File: src/rtl/joy_serial_scan.sv
// joy_serial_scan: drives a 74HC165 joystick chain and produces registered active-low pad words.
// Define JOY_DEBOUNCE_EN to add per-button scan-count debouncing.
module joy_serial_scan #(
    parameter int CLK_DIV        = 16,
    parameter int SCAN_GAP       = 1024,
    parameter int DEBOUNCE_SCANS = 3
) (
    input  logic       clk,
    input  logic       reset_n,
    output logic       joy_clk,
    output logic       joy_load,
    input  logic       joy_data,
    output logic       joy_p7,
    output logic [7:0] joy1,
    output logic [7:0] joy2,
    output logic       scan_done
);
    localparam int DW = $clog2(CLK_DIV + 1);
    localparam int GW = $clog2(SCAN_GAP + 1);
    localparam logic [1:0] IDLE  = 2'd0;
    localparam logic [1:0] LOAD  = 2'd1;
    localparam logic [1:0] SHIFT = 2'd2;
    localparam logic [1:0] DONE  = 2'd3;

    if (CLK_DIV < 1 || SCAN_GAP < 1 || DEBOUNCE_SCANS < 1 || DEBOUNCE_SCANS > 15) begin : g_param_check
        $error("joy_serial_scan: parameter out of range");
    end

    logic [1:0]    state_q, state_d;
    logic [DW-1:0] div_q, div_d;
    logic [GW-1:0] gap_q, gap_d;
    logic [3:0]    bit_q, bit_d;
    logic          phase_q, phase_d;
    logic [11:0]   sr_q, sr_d;
    logic [11:0]   btn_q, btn_d;
    logic          clk_q, load_q, done_q;
    logic          div_end;
    logic [11:0]   raw;

    assign div_end = div_q == DW'(CLK_DIV - 1);
    // Only the six button bits of each pad are kept; bits 0,1,8,9 of the stream are the unused pad bits.
    assign raw = sr_q;

    always_comb begin
        state_d = state_q;
        div_d   = div_q;
        gap_d   = gap_q;
        bit_d   = bit_q;
        phase_d = phase_q;
        sr_d    = sr_q;
        case (state_q)
            IDLE: begin
                gap_d = gap_q + 1'b1;
                if (gap_q == GW'(SCAN_GAP - 1)) begin
                    state_d = LOAD;
                    gap_d   = '0;
                    div_d   = '0;
                end
            end
            LOAD: begin
                div_d = div_q + 1'b1;
                if (div_end) begin
                    state_d = SHIFT;
                    div_d   = '0;
                    bit_d   = '0;
                    phase_d = 1'b0;
                end
            end
            SHIFT: begin
                div_d = div_q + 1'b1;
                if (div_end) begin
                    div_d   = '0;
                    phase_d = ~phase_q;
                    if (!phase_q) begin
                        sr_d = (|bit_q[2:1]) ? {sr_q[10:0], joy_data} : sr_q;
                    end else begin
                        bit_d = bit_q + 1'b1;
                        if (bit_q == 4'd15) state_d = DONE;
                    end
                end
            end
            default: state_d = IDLE;
        endcase
    end

`ifdef JOY_DEBOUNCE_EN
    logic [11:0][3:0] cnt_q, cnt_d;

    always_comb begin
        btn_d = btn_q;
        cnt_d = cnt_q;
        if (state_q == DONE) begin
            for (int i = 0; i < 12; i++) begin
                if (raw[i] == btn_q[i]) begin
                    cnt_d[i] = '0;
                end else if (cnt_q[i] + 4'd1 == 4'(DEBOUNCE_SCANS)) begin
                    btn_d[i] = raw[i];
                    cnt_d[i] = '0;
                end else begin
                    cnt_d[i] = cnt_q[i] + 4'd1;
                end
            end
        end
    end

    always_ff @(posedge clk or negedge reset_n) begin
        if (!reset_n) cnt_q <= '0;
        else          cnt_q <= cnt_d;
    end
`else
    assign btn_d = (state_q == DONE) ? raw : btn_q;
`endif

    always_ff @(posedge clk or negedge reset_n) begin
        if (!reset_n) begin
            state_q <= IDLE;
            div_q   <= '0;
            gap_q   <= '0;
            bit_q   <= '0;
            phase_q <= 1'b0;
            sr_q    <= '1;
            btn_q   <= '1;
            clk_q   <= 1'b0;
            load_q  <= 1'b1;
            done_q  <= 1'b0;
        end else begin
            state_q <= state_d;
            div_q   <= div_d;
            gap_q   <= gap_d;
            bit_q   <= bit_d;
            phase_q <= phase_d;
            sr_q    <= sr_d;
            btn_q   <= btn_d;
            clk_q   <= (state_d == SHIFT) && phase_d;
            load_q  <= state_d != LOAD;
            done_q  <= state_q == DONE;
        end
    end

    assign joy_clk   = clk_q;
    assign joy_load  = load_q;
    assign scan_done = done_q;
    assign joy_p7    = 1'b1;
    assign joy1      = {2'b11, btn_q[11:6]};
    assign joy2      = {2'b11, btn_q[5:0]};
endmodule

File: config.mk
export PLATFORM = sky130hd
export DESIGN_NAME = joy_serial_scan
export DESIGN_NICKNAME = d
export VERILOG_FILES = /design/src/rtl/joy_serial_scan.sv
export SDC_FILE = /design/constraint.sdc
export NUM_CORES = 1
export LEC_CHECK = 0
export ABC_AREA = 1
export BUFFER_PORTS_ARGS = -buffer_cell sky130_fd_sc_hd__clkbuf_2
export CORE_UTILIZATION = 30
export CTS_BUF_LIST = sky130_fd_sc_hd__clkbuf_16
export DETAILED_ROUTE_END_ITERATION = 7
export GPL_TIMING_DRIVEN = 0
export PLACE_DENSITY = 0.6
export SLEW_MARGIN = 20
export SYNTH_ARGS = -nofsm -noshare
export SYNTH_HDL_FRONTEND = slang
export SYNTH_SLANG_ARGS = --single-unit
File: constraint.sdc
create_clock -name clk -period 1.71 [get_ports clk]
set_clock_uncertainty 0.2 [all_clocks]
set_input_delay 0.0855 -clock clk [delete_from_list [all_inputs] [get_ports clk]]
set_output_delay 0.0855 -clock clk [all_outputs]
set_load 0.01 [all_outputs]
==> reports/metrics.json <==
{
  "route.detailed.vias_per_inst": {"value": 4.41},
  "internal_power": {"value": 0.00174, "unit": "W"},
  "finalWeightedCongestion": {"value": 0.730},
  "synth_area_per_cell": {"value": 9.19, "unit": "um^2"},
  "worst_path_cell_chain": {"value": "ha_4, nand3_4, nor2_4, o2111ai_4, buf_6, nor2_1, a21oi_2"},
  "drt.antenna.violating_nets": {"value": 0},
  "fin_nets": {"value": 314},
  "grt_total_ovfl": {"value": 0},
  "yosys_warnings": {"value": 0},
  "timing.critical_path.required": {"value": 1.72, "unit": "ns"},
  "ys_seq_area_share": {"value": 54.1, "unit": "%"},
  "insertion_delay": {"value": 0.28, "unit": "ns"},
  "total_iterations_of_the_first_detailed_routing_run": {"value": 4},
  "synth_area_leaders": {"value": "dfstp_2 28%, dfrtp_1 26%, nand2_1 12%"},
  "path_max_fanout": {"value": 10},
  "cap_violations": {"value": 0},
  "post_synth_instance_area": {"value": 2370, "unit": "um^2"},
  "die_width": {"value": 90.9, "unit": "um"},
  "crit_path_end_kind": {"value": "flop"},
  "dpl.hpwl": {"value": 3.04, "unit": "mm"},
  "slew-limit-headroom": {"value": 55.6, "unit": "%"},
  "clk_root_buffer_cell": {"value": "clkbuf_16"},
  "postLayoutSetupSlackWorst": {"value": 0.00773, "unit": "ns"},
  "grt_util_all_layers": {"value": 12.0, "unit": "%"},
  "routed-via-count": {"value": 1789},
  "design.die.area": {"value": 8270, "unit": "um^2"},
  "synth_largest_area_cell": {"value": "dfstp_2"},
  "grt_first_pass_wirelength": {"value": 8.09, "unit": "mm"},
  "detail_route.wirelength": {"value": 4.73, "unit": "mm"},
  "power.leakage": {"value": 1.42, "unit": "nW"},
  "max_clock_freq": {"value": 587, "unit": "MHz"},
  "pre_cts_ws": {"value": -0.222, "unit": "ns"},
  "h-tree-depth": {"value": 2},
  "finalWorstPathRequiredPeriod": {"value": 1.70, "unit": "ns"},
  "post-route-util": {"value": 39.4, "unit": "%"},
  "antenna_found_initial": {"value": 0},
  "switching_power": {"value": 0.000452, "unit": "W"},
  "grt_max_degree": {"value": 51},
  "insertedDiodeCount": {"value": 0},
  "floorplan.initialDensity": {"value": 30.9, "unit": "%"},
  "clock_buffer_count_from_cts": {"value": 5},
  "route.detailed.drc": {"value": 0},
  "drt-initial-drc-count": {"value": 57},
  "sw_frac_of_total": {"value": 20.6, "unit": "%"},
  "outcome": {"value": "finished, final reports clean"},
  "grt_pass1_vias": {"value": 1787},
  "layout-area-overhead-vs-synth": {"value": 27.6, "unit": "%"},
  "chipHeight": {"value": 90.9, "unit": "um"},
  "place.port_buffers": {"value": 17},
  "final.period_utilization": {"value": 99.5, "unit": "%"},
  "clk_path_buf_depth": {"value": 2},
  "row_count": {"value": 32},
  "cts_num_sinks": {"value": 50},
  "worst_slew_pin_slew": {"value": 0.666, "unit": "ns"},
  "filler_cell_count": {"value": 777},
  "synth_top_cell_area_share": {"value": 27.7, "unit": "%"},
  "cts.reportedPaths.clkPinSlew": {"value": 0.06, "unit": "ns"},
  "worst_path_max_delay_cell": {"value": "dfrtp_1"},
  "p_comb_share": {"value": 2.0, "unit": "%"},
  "design.portCount": {"value": 23},
  "postSynthCellCount": {"value": 258},
  "share_clk_of_total_power": {"value": 43.9, "unit": "%"},
  "critical_path_class": {"value": "reg -> reg"},
  "post_synthesis_sequential_element_count": {"value": 50},
  "critPathLaunchType": {"value": "flop"},
  "wl_per_cell": {"value": 11.7, "unit": "um"},
  "hold_path_class": {"value": "in -> async"},
  "cts_tree": {"value": "yes"},
  "final_layout_size_suffix_gt1_share": {"value": 41.1, "unit": "%"},
  "finalHoldViolCount": {"value": 0},
  "total_power_divided_by_cell_area": {"value": 725, "unit": "nW/um^2"},
  "vdd_ir_drop_max": {"value": 0.541, "unit": "mV"},
  "core_region": {"value": 7690, "unit": "um^2"},
  "critical_path.max_stage_delay": {"value": 0.40, "unit": "ns"},
  "report.final.slew_viol_count": {"value": 0},
  "report.final.setup_viol": {"value": 0},
  "power": {"value": 0.00220, "unit": "W"},
  "worst_r2r_path_depth": {"value": 7},
  "cp.arrival": {"value": 1.72, "unit": "ns"},
  "grt_setup_unrepaired": {"value": "yes"},
  "seqPwrFrac": {"value": 54.1, "unit": "%"},
  "netlist-cell-type-count": {"value": 31}
}
-- per-stage QoR --
stage	std cells	cell area, um^2	hold slack [ns]	TNS [ns]
after floorplan	262	2390	-0.410	0
after global placement	381	2600	0.138	-3.35
after detailed placement	381	2610	-0.00291	-4.48
after CTS	400	2880	0.245	0
after global routing	406	3030	0.282	-1.31
final	406	3030	0.196	0
-- power by group through the flow --
stage           logic, W  registers, W  clock network, W
6_report       0.0000438       0.00119          0.000964
2_1_floorplan  0.0000152       0.00121                 0
3_5_place_dp   0.0000424       0.00121                 0
5_1_grt        0.0000517       0.00119           0.00105
3_3_place_gp   0.0000418       0.00121                 0
4_1_cts        0.0000459       0.00119          0.000994
-- worst max-delay path, delay by kind of cell (launching register included) --
family | cells | cell delay (ns)
AOI/OAI and AO/OA | 2 | 0.24
adders and majority gates | 1 | 0.18
buffers and inverters | 1 | 0.19
DFF | 1 | 0.40
and+or+nand+nor | 3 | 0.41
-- what timing repair did --
item                                    4_1_cts  5_1_grt
hold endpoints to repair                     26        0
pin swaps                                     3       15
hold buffers                                  2        0
endpoints found under the setup margin       40       33
gates resized for setup                      14       29
cloned                                        0        0
setup buffers                                10        7
-- cell usage after synthesis --
cell type / number
nand2_1: 73
inv_1: 27
dfrtp_1: 25
dfstp_2: 25
nor2_1: 19
nand3_1: 16
o21ai_0: 11
ha_1: 8
a21oi_1: 7
a21oi_2: 6
buf_4: 5
o21ai_2: 4
clkbuf_1: 3
nand4_1: 3
o21ai_1: 3
xnor2_1: 3
buf_6: 2
nand2_2: 2
nor2_4: 2
nor3_1: 2
xor2_1: 2
a31oi_1: 1
and2_1: 1
buf_2: 1
conb_1: 1
inv_2: 1
nand3_2: 1
nand3b_1: 1
nor2_2: 1
o2111ai_4: 1
o21ai_4: 1
-- per-layer routing --
metal / global-route usage (%) / wire length, um / up-vias
met4: 1.98 / 27 / 0
met3: 3.11 / 163 / 5
li1: - / - / 901
met2: 20.0 / 2340 / 27
met1: 16.0 / 2200 / 856
met5: 0 / 0 / -
-- logic make-up after synthesis --
family | after synthesis | synth area share, %
AOI/OAI and AO/OA | 34 | 10.2
xor gates and xnor gates | 5 | 1.85
adders and majority gates | 8 | 4.22
buffers and inverters | 39 | 7.65
DFF | 50 | 54.1
other | 1 | 0.158
and+or+nand+nor | 121 | 21.9
-- area by class of cell --
type | instances | area, um^2 | area share [%]
tap | 102 | 128 | 4.21
sequential | 50 | 1280 | 42.4
timing repair buffer | 36 | 239 | 7.89
buffer | 9 | 72.6 | 2.40
multi-input combinational | 173 | 1050 | 34.8
inverter | 28 | 105 | 3.47
clock inverter | 3 | 20.0 | 0.661
clock buffer | 5 | 125 | 4.13
-- state kept, by name, indices dropped and copies added (netlist names) --
register	flops
bit_q	4
btn_q	12
gap_q	11
joy_load	1
raw	12
phase_q	1
state_q	2
joy_clk	1
div_q	5
scan_done	1
-- layout by cell type, fill, tap and decap left out, types with 8 or more instances in the layout --
cell type  netlist  routed
nand2_1         73      68
dfstp_2         25      25
dfrtp_1         25      24
inv_1           27      22
buf_4            5      21
clkbuf_2         0      17
nand3_1         16      13
o21ai_0         11      11
nor2_1          19      10
nor2_2           1       8
-- worst paths after layout --
kind,slack [ns],to,startpoint
max,0.008,raw[8],div_q[1]
min,0.20,div_q[3],reset_n
max reg2reg,0.008,raw[8],div_q[1]
min reg2reg,0.26,btn_q[9],btn_q[9]
max in group asynchronous,0.65,gap_q[4],reset_n
min in group clk,0.26,btn_q[9],btn_q[9]
Note: power is estimated with default switching activity, not from simulation.
